`src/rtl/pc_seq_pkg.sv`:
```
`default_nettype none
// pc_seq_pkg: redirect-kind encodings and thread-id width helper for pc_sequencer.
package pc_seq_pkg;

   localparam logic [1:0] REDIR_JUMP = 2'b00;
   localparam logic [1:0] REDIR_CALL = 2'b01;
   localparam logic [1:0] REDIR_RET  = 2'b10;

   function automatic int tid_w(input int n);
      return (n <= 1) ? 1 : $clog2(n);
   endfunction

endpackage
`default_nettype wire

```
`src/rtl/pc_seq_if.sv`:
```
`default_nettype none
// pc_seq_if: issue-control, redirect and issued-PC bundle between execute/fetch and pc_sequencer.
interface pc_seq_if #(
   parameter int INST_ADDR_WIDTH = 6,
   parameter int NUM_THREADS     = 4,
   parameter int TID_W           = pc_seq_pkg::tid_w(NUM_THREADS)
);
   logic                       en;
   logic                       stall;
   logic [NUM_THREADS-1:0]     thread_en;
   logic                       redirect_valid;
   logic [TID_W-1:0]           redirect_tid;
   logic [1:0]                 redirect_kind;
   logic [INST_ADDR_WIDTH-1:0] redirect_pc;
   logic [INST_ADDR_WIDTH-1:0] link_pc;
   logic [INST_ADDR_WIDTH-1:0] pc_out;
   logic [TID_W-1:0]           tid_out;
   logic                       pc_valid;
   logic                       ras_overflow;
   logic                       ras_underflow;

   modport master (
      output en, stall, thread_en, redirect_valid, redirect_tid, redirect_kind,
             redirect_pc, link_pc,
      input  pc_out, tid_out, pc_valid, ras_overflow, ras_underflow
   );

   modport slave (
      input  en, stall, thread_en, redirect_valid, redirect_tid, redirect_kind,
             redirect_pc, link_pc,
      output pc_out, tid_out, pc_valid, ras_overflow, ras_underflow
   );
endinterface
`default_nettype wire

```
`src/rtl/pc_ras.sv`:
```
`default_nettype none
// pc_ras: single-thread circular return-address stack; a push when full overwrites the oldest entry.
module pc_ras #(
   parameter int DEPTH = 4,
   parameter int WIDTH = 6
) (
   input  wire logic             clk,
   input  wire logic             reset,
   input  wire logic             push_i,
   input  wire logic             pop_i,
   input  wire logic [WIDTH-1:0] data_i,
   output logic      [WIDTH-1:0] top_o,
   output logic                  empty_o,
   output logic                  full_o
);
   localparam int PW = (DEPTH > 1) ? $clog2(DEPTH) : 1;

   logic [WIDTH-1:0] mem_q [DEPTH];
   logic [PW-1:0]    ptr_q, ptr_d, top_idx;
   logic [PW:0]      cnt_q, cnt_d;

   assign empty_o = (cnt_q == '0);
   assign full_o  = (cnt_q == (PW+1)'(DEPTH));
   assign top_o   = mem_q[top_idx];

   always_comb begin
      top_idx = (ptr_q == '0) ? PW'(DEPTH - 1) : ptr_q - 1'b1;
      ptr_d   = ptr_q;
      cnt_d   = cnt_q;
      if (push_i) begin
         ptr_d = (int'(ptr_q) == DEPTH - 1) ? '0 : ptr_q + 1'b1;
         if (!full_o) cnt_d = cnt_q + 1'b1;
      end else if (pop_i && !empty_o) begin
         ptr_d = top_idx;
         cnt_d = cnt_q - 1'b1;
      end
   end

   always_ff @(posedge clk) begin
      if (reset) begin
         ptr_q <= '0;
         cnt_q <= '0;
      end else begin
         ptr_q <= ptr_d;
         cnt_q <= cnt_d;
      end
   end

   always_ff @(posedge clk) begin
      if (push_i) mem_q[ptr_q] <= data_i;
   end
endmodule
`default_nettype wire

```
`src/rtl/pc_sequencer.sv`:
```
`default_nettype none
// pc_sequencer: round-robin multi-thread PC issue with jump/call/return redirects.
// Define PC_RAS_EN to build per-thread return-address stacks; otherwise call/return act as jump.
module pc_sequencer
   import pc_seq_pkg::*;
#(
   parameter int INST_ADDR_WIDTH = 6,
   parameter int NUM_THREADS     = 4,
   parameter int RAS_DEPTH       = 4,
   parameter int RESET_PC        = 0
) (
   input wire logic clk,
   input wire logic reset,
   pc_seq_if.slave  bus
);
   localparam int TID_W = tid_w(NUM_THREADS);

   logic [INST_ADDR_WIDTH-1:0] pc_q [NUM_THREADS];
   logic [INST_ADDR_WIDTH-1:0] pc_d [NUM_THREADS];
   logic [TID_W-1:0]           last_tid_q, last_tid_d, sel;
   logic [INST_ADDR_WIDTH-1:0] pc_out_q, pc_out_d;
   logic [TID_W-1:0]           tid_out_q, tid_out_d;
   logic                       valid_q, valid_d;
   logic                       ovf_q, ovf_d, unf_q, unf_d;
   logic                       any_en, issue, redir;

   // Scan starts just past last_tid so the previous winner is picked only when it is alone.
   always_comb begin
      sel    = '0;
      any_en = 1'b0;
      for (int i = 1; i <= NUM_THREADS; i++) begin
         if (!any_en && bus.thread_en[(int'(last_tid_q) + i) % NUM_THREADS]) begin
            any_en = 1'b1;
            sel    = TID_W'((int'(last_tid_q) + i) % NUM_THREADS);
         end
      end
   end

   assign issue = bus.en && !bus.stall && any_en;
   assign redir = bus.en && bus.redirect_valid && (int'(bus.redirect_tid) < NUM_THREADS);

`ifdef PC_RAS_EN
   logic [NUM_THREADS-1:0]     ras_push, ras_pop, ras_empty, ras_full;
   logic [INST_ADDR_WIDTH-1:0] ras_top [NUM_THREADS];

   for (genvar t = 0; t < NUM_THREADS; t++) begin : g_ras
      assign ras_push[t] = redir && (int'(bus.redirect_tid) == t) && (bus.redirect_kind == REDIR_CALL);
      assign ras_pop[t]  = redir && (int'(bus.redirect_tid) == t) && (bus.redirect_kind == REDIR_RET);

      pc_ras #(
         .DEPTH (RAS_DEPTH),
         .WIDTH (INST_ADDR_WIDTH)
      ) u_ras (
         .clk     (clk),
         .reset   (reset),
         .push_i  (ras_push[t]),
         .pop_i   (ras_pop[t]),
         .data_i  (bus.link_pc),
         .top_o   (ras_top[t]),
         .empty_o (ras_empty[t]),
         .full_o  (ras_full[t])
      );
   end

   assign ovf_d = |(ras_push & ras_full);
   assign unf_d = |(ras_pop & ras_empty);
`else
   logic unused_ras_inputs;
   assign unused_ras_inputs = ^{bus.link_pc, bus.redirect_kind};
   assign ovf_d = 1'b0;
   assign unf_d = 1'b0;
`endif

   always_comb begin
      pc_d       = pc_q;
      last_tid_d = last_tid_q;
      pc_out_d   = pc_out_q;
      tid_out_d  = tid_out_q;
      valid_d    = 1'b0;
      if (issue) begin
         pc_out_d   = pc_q[sel];
         tid_out_d  = sel;
         valid_d    = 1'b1;
         last_tid_d = sel;
         pc_d[sel]  = pc_q[sel] + 1'b1;
      end
      // Redirect is applied after the increment so its target wins on the same thread.
      for (int t = 0; t < NUM_THREADS; t++) begin
         if (redir && (int'(bus.redirect_tid) == t)) begin
`ifdef PC_RAS_EN
            if (bus.redirect_kind == REDIR_RET && !ras_empty[t]) pc_d[t] = ras_top[t];
            else                                                 pc_d[t] = bus.redirect_pc;
`else
            pc_d[t] = bus.redirect_pc;
`endif
         end
      end
   end

   always_ff @(posedge clk) begin
      if (reset) begin
         for (int t = 0; t < NUM_THREADS; t++) pc_q[t] <= INST_ADDR_WIDTH'(RESET_PC);
         last_tid_q <= TID_W'(NUM_THREADS - 1);
         pc_out_q   <= '0;
         tid_out_q  <= '0;
         valid_q    <= 1'b0;
         ovf_q      <= 1'b0;
         unf_q      <= 1'b0;
      end else begin
         pc_q       <= pc_d;
         last_tid_q <= last_tid_d;
         pc_out_q   <= pc_out_d;
         tid_out_q  <= tid_out_d;
         valid_q    <= valid_d;
         ovf_q      <= ovf_d;
         unf_q      <= unf_d;
      end
   end

   assign bus.pc_out        = pc_out_q;
   assign bus.tid_out       = tid_out_q;
   assign bus.pc_valid      = valid_q;
   assign bus.ras_overflow  = ovf_q;
   assign bus.ras_underflow = unf_q;
endmodule
`default_nettype wire

```
`src/flat_wrapper.sv`:
```
// flat-port wrapper written by rule: the top's interface ports become plain ports
module pc_sequencer_flat import pc_seq_pkg::*;
#(
   parameter int INST_ADDR_WIDTH = 6,
   parameter int NUM_THREADS     = 4,
   parameter int RAS_DEPTH       = 4,
   parameter int RESET_PC        = 0
)
  (clk, reset, bus_en, bus_stall, bus_thread_en, bus_redirect_valid, bus_redirect_tid, bus_redirect_kind, bus_redirect_pc, bus_link_pc, bus_pc_out, bus_tid_out, bus_pc_valid, bus_ras_overflow, bus_ras_underflow);
  pc_seq_if #(.INST_ADDR_WIDTH(INST_ADDR_WIDTH), .NUM_THREADS(NUM_THREADS)) bus_i ();
  input wire logic clk;
  input wire logic reset;
  input wire logic [$bits(bus_i.en)-1:0] bus_en;
  input wire logic [$bits(bus_i.stall)-1:0] bus_stall;
  input wire logic [$bits(bus_i.thread_en)-1:0] bus_thread_en;
  input wire logic [$bits(bus_i.redirect_valid)-1:0] bus_redirect_valid;
  input wire logic [$bits(bus_i.redirect_tid)-1:0] bus_redirect_tid;
  input wire logic [$bits(bus_i.redirect_kind)-1:0] bus_redirect_kind;
  input wire logic [$bits(bus_i.redirect_pc)-1:0] bus_redirect_pc;
  input wire logic [$bits(bus_i.link_pc)-1:0] bus_link_pc;
  output wire logic [$bits(bus_i.pc_out)-1:0] bus_pc_out;
  output wire logic [$bits(bus_i.tid_out)-1:0] bus_tid_out;
  output wire logic [$bits(bus_i.pc_valid)-1:0] bus_pc_valid;
  output wire logic [$bits(bus_i.ras_overflow)-1:0] bus_ras_overflow;
  output wire logic [$bits(bus_i.ras_underflow)-1:0] bus_ras_underflow;
  assign bus_i.en = bus_en;
  assign bus_i.stall = bus_stall;
  assign bus_i.thread_en = bus_thread_en;
  assign bus_i.redirect_valid = bus_redirect_valid;
  assign bus_i.redirect_tid = bus_redirect_tid;
  assign bus_i.redirect_kind = bus_redirect_kind;
  assign bus_i.redirect_pc = bus_redirect_pc;
  assign bus_i.link_pc = bus_link_pc;
  assign bus_pc_out = bus_i.pc_out;
  assign bus_tid_out = bus_i.tid_out;
  assign bus_pc_valid = bus_i.pc_valid;
  assign bus_ras_overflow = bus_i.ras_overflow;
  assign bus_ras_underflow = bus_i.ras_underflow;
  pc_sequencer #(.INST_ADDR_WIDTH(INST_ADDR_WIDTH), .NUM_THREADS(NUM_THREADS), .RAS_DEPTH(RAS_DEPTH), .RESET_PC(RESET_PC)) u_core (.clk(clk), .reset(reset), .bus(bus_i));
endmodule
```
`config.mk`:
```
export PLATFORM = sky130hd
export DESIGN_NAME = pc_sequencer_flat
export DESIGN_NICKNAME = d
export VERILOG_FILES = /design/src/rtl/pc_seq_pkg.sv /design/src/rtl/pc_seq_if.sv /design/src/rtl/pc_ras.sv /design/src/rtl/pc_sequencer.sv /design/src/flat_wrapper.sv
export SDC_FILE = /design/constraint.sdc
export NUM_CORES = 1
export LEC_CHECK = 0
export BUFFER_PORTS_ARGS = -buffer_cell sky130_fd_sc_hd__buf_2
export CAP_MARGIN = 10
export CORE_UTILIZATION = 32
export DETAILED_ROUTE_END_ITERATION = 6
export SLEW_MARGIN = 20
export SYNTH_ARGS = -nofsm -noshare
export SYNTH_HDL_FRONTEND = slang
export SYNTH_HIERARCHICAL = 1
export SYNTH_SLANG_ARGS = --single-unit
export TNS_END_PERCENT = 10
```
`constraint.sdc`:
```
create_clock -name clk -period 4.5 [get_ports clk]
set_clock_uncertainty 0.2 [all_clocks]
set_input_delay 0.675 -clock clk [delete_from_list [all_inputs] [get_ports clk]]
set_output_delay 0.675 -clock clk [all_outputs]
set_load 0.03 [all_outputs]
```
==> results.yml <==
synth:
  seq_area_frac_synth: 0.370
  ys_seq_elements: 35
  synth_enable_flop_cells: 0
  synth_area_um2: 1890
  synth_warnings: 6
  dominantRegCellSynth: "dfxtp_1"
  ys_types: 47
  syn_inst: 216
  async_flop_share: 0
  postSynthAreaPerCell_um2: 8.77
routing:
  viasPerCell: 5.37
  ant_nets: 0
  num_vias: 1669
  drt-total-wl_um: 4810
  wl_per_cell_um: 15.5
  firstDrtPassIters: 4
  drcViolationCount: 0
  drt_iter0_drc: 137
critical_path:
  path_class: "in2reg"
  worstPathRequired_ns: 4.50
  cp.arrival_ns: 3.06
  cp_max_fo: 10
  reg2reg_from: "u_core/last_tid_q[0]"
  crit_path_end_kind: "flop"
  r2r_slack_ns: 1.51
  start_kind: "primary input"
  regToRegEndpoint: "u_core/pc_q[8]"
  critPathLaunch: "bus_thread_en[3]"
  cp-endpoint: "u_core/pc_q[8]"
  rr_worst_depth: 7
sta:
  final.setup.tns_ns: 0
  max_freq_mhz: 326
  setup_viol_count_final: 0
  slew_headroom: 0.287
  whs_ns: 0.252
  worst_slack_ns: 1.44
  slew_viol_final: 0
  worstMarginPinSlew_ns: 1.07
  fin_crit_sh: 0.681
  rsz0062_at_grt: "false"
  hold_viol_final: 0
  period_needed_ns: 3.06
place:
  placed_cell_area_um2: 2060
  io_buffers: 25
  dpl.hpwl_um: 3320
  dp.cells: 303
  place.gp.congestion: 0.816
  place_ws_ns: 1.12
cells_and_area:
  final_common_cell: "nor2_1"
  fin_area_um2: 2150
  num-nets-final: 264
  antenna_cells: 0
  layout_common_cells: "37 x nor2_1, 35 x dfxtp_1, 25 x buf_2"
  regArea_um2: 701
  fillers: 597
  layout-drive-gt1-share: 0.201
  multi_input_area_um2: 1110
  stdcell_count: 311
  utilization: 0.383
  syn_to_final_growth_pct: 13.3
clock_tree:
  cts.sinks: 35
  ctsHoldBuffers: 0
  insertion_delay_ns: 0.29
  htree_num_levels: 2
  path_clk_slew_ns: 0.07
  cts.path.max_buffers: 2
  cts_root_buffer: "clkbuf_8"
  tritoncts: "done"
  ctsResizeCount: 0
  numCtsBuffers: 5
  post_cts_buffers: 0
power:
  p_sw_frac: 0.303
  clockPowerShare: 0.334
  p_comb_frac: 0.182
  p_per_area_nw_per_um2: 320
  fin_total_pwr_uw: 688
  p_leak_nw: 0.857
  p_switching_uw: 209
  pwr-share-seq: 0.484
  ir_drop_mv: 0.123
  internal_power_uw: 479
die:
  coreArea_um2: 5610
  dieArea_um2: 6230
  pin_count: 36
  rows: 27
  floorplan.initialDensity: 0.338
  die_h_um: 78.9
  fp.dieW_um: 78.9
flow_run:
  drv_cap: 0
grt:
  grt_pass1_vias: 1523
  antenna_found_initial: 0
  grt_max_degree: 28
  grt-ovfl-total: 0
  grt_pass1_wl_um: 7800
  grtUsageTotal: 0.165
outcome:
  outcome: "completed"
worst_hold_path:
  hold_path.class: "reg2reg"
## state kept, by name, summed over array words and instances, names as in the netlist
register,count
u_core/last_tid_q,2
u_core/pc_q,24
u_core/bus.pc_out,6
u_core/bus.tid_out,2
u_core/bus.pc_valid,1
## logic make-up after synthesis
kind of cell	Yosys count	synth area share
muxes	14	0.116
and+or+nand+nor	88	0.228
DFF	35	0.370
xor gates and xnor gates	3	0.0218
AOI/OAI and AO/OA	56	0.211
other	1	0.00198
buffers and inverters	18	0.0449
adders and majority gates	1	0.00660
## layout make-up
type	instances	area share
sequential	35	0.326
multi-input combinational	164	0.518
inverter	6	0.0105
timing repair buffer	26	0.0618
clock buffer	5	0.0321
tap	72	0.0420
clock inverter	3	0.00932
## worst max-delay path, cell delays in order
cell,delay [ns]
buf_2,0.11
inv_1,0.13
nor2_1,0.09
o221ai_4,0.44
mux4_1,0.74
ha_1,0.27
xor2_1,0.31
nor2_1,0.09
o32ai_1,0.21
## worst min path at each step
stage                               from                    to  slack [ns]  depth (start not counted)
floorplan                u_core/pc_q[13]       u_core/pc_q[13]        0.25                          2
global placement    u_core/bus.pc_out[5]  u_core/bus.pc_out[5]        0.24                          2
detailed placement  u_core/bus.pc_out[3]  u_core/bus.pc_out[3]        0.25                          2
CTS                 u_core/bus.pc_out[3]  u_core/bus.pc_out[3]        0.26                          2
global route        u_core/bus.pc_out[3]  u_core/bus.pc_out[3]        0.28                          2
finish              u_core/bus.pc_out[3]  u_core/bus.pc_out[3]        0.25                          2
## power groups by stage
stage | logic [mW] | registers [mW] | clock network (mW)
6_report | 0.125 | 0.333 | 0.230
4_1_cts | 0.125 | 0.333 | 0.235
5_1_grt | 0.137 | 0.335 | 0.251
3_5_place_dp | 0.125 | 0.340 | 0
3_3_place_gp | 0.123 | 0.340 | 0
2_1_floorplan | 0.0901 | 0.342 | 0
## synth_stat cells, drive strengths merged, types with 3 or more instances
master | instances | area share
or3 | 3 | 0.011
inv | 6 | 0.012
a21oi | 15 | 0.040
mux2i | 8 | 0.042
nor3 | 3 | 0.0079
buf | 6 | 0.021
dfxtp | 35 | 0.37
clkbuf | 6 | 0.012
o21ai | 7 | 0.018
nand2b | 9 | 0.030
mux4 | 6 | 0.073
nand2 | 24 | 0.048
nor2 | 37 | 0.073
o22ai | 6 | 0.020
o32ai | 8 | 0.037
o221ai | 3 | 0.023
a211oi | 4 | 0.016
## metal layers
layer,vias up,GRT usage,wire [µm]
met5,-,0,0
met4,0,0.0764,68
met1,778,0.213,2280
met2,55,0.264,2220
met3,8,0.0299,247
li1,828,-,-
(Power assumes the default switching activity.)
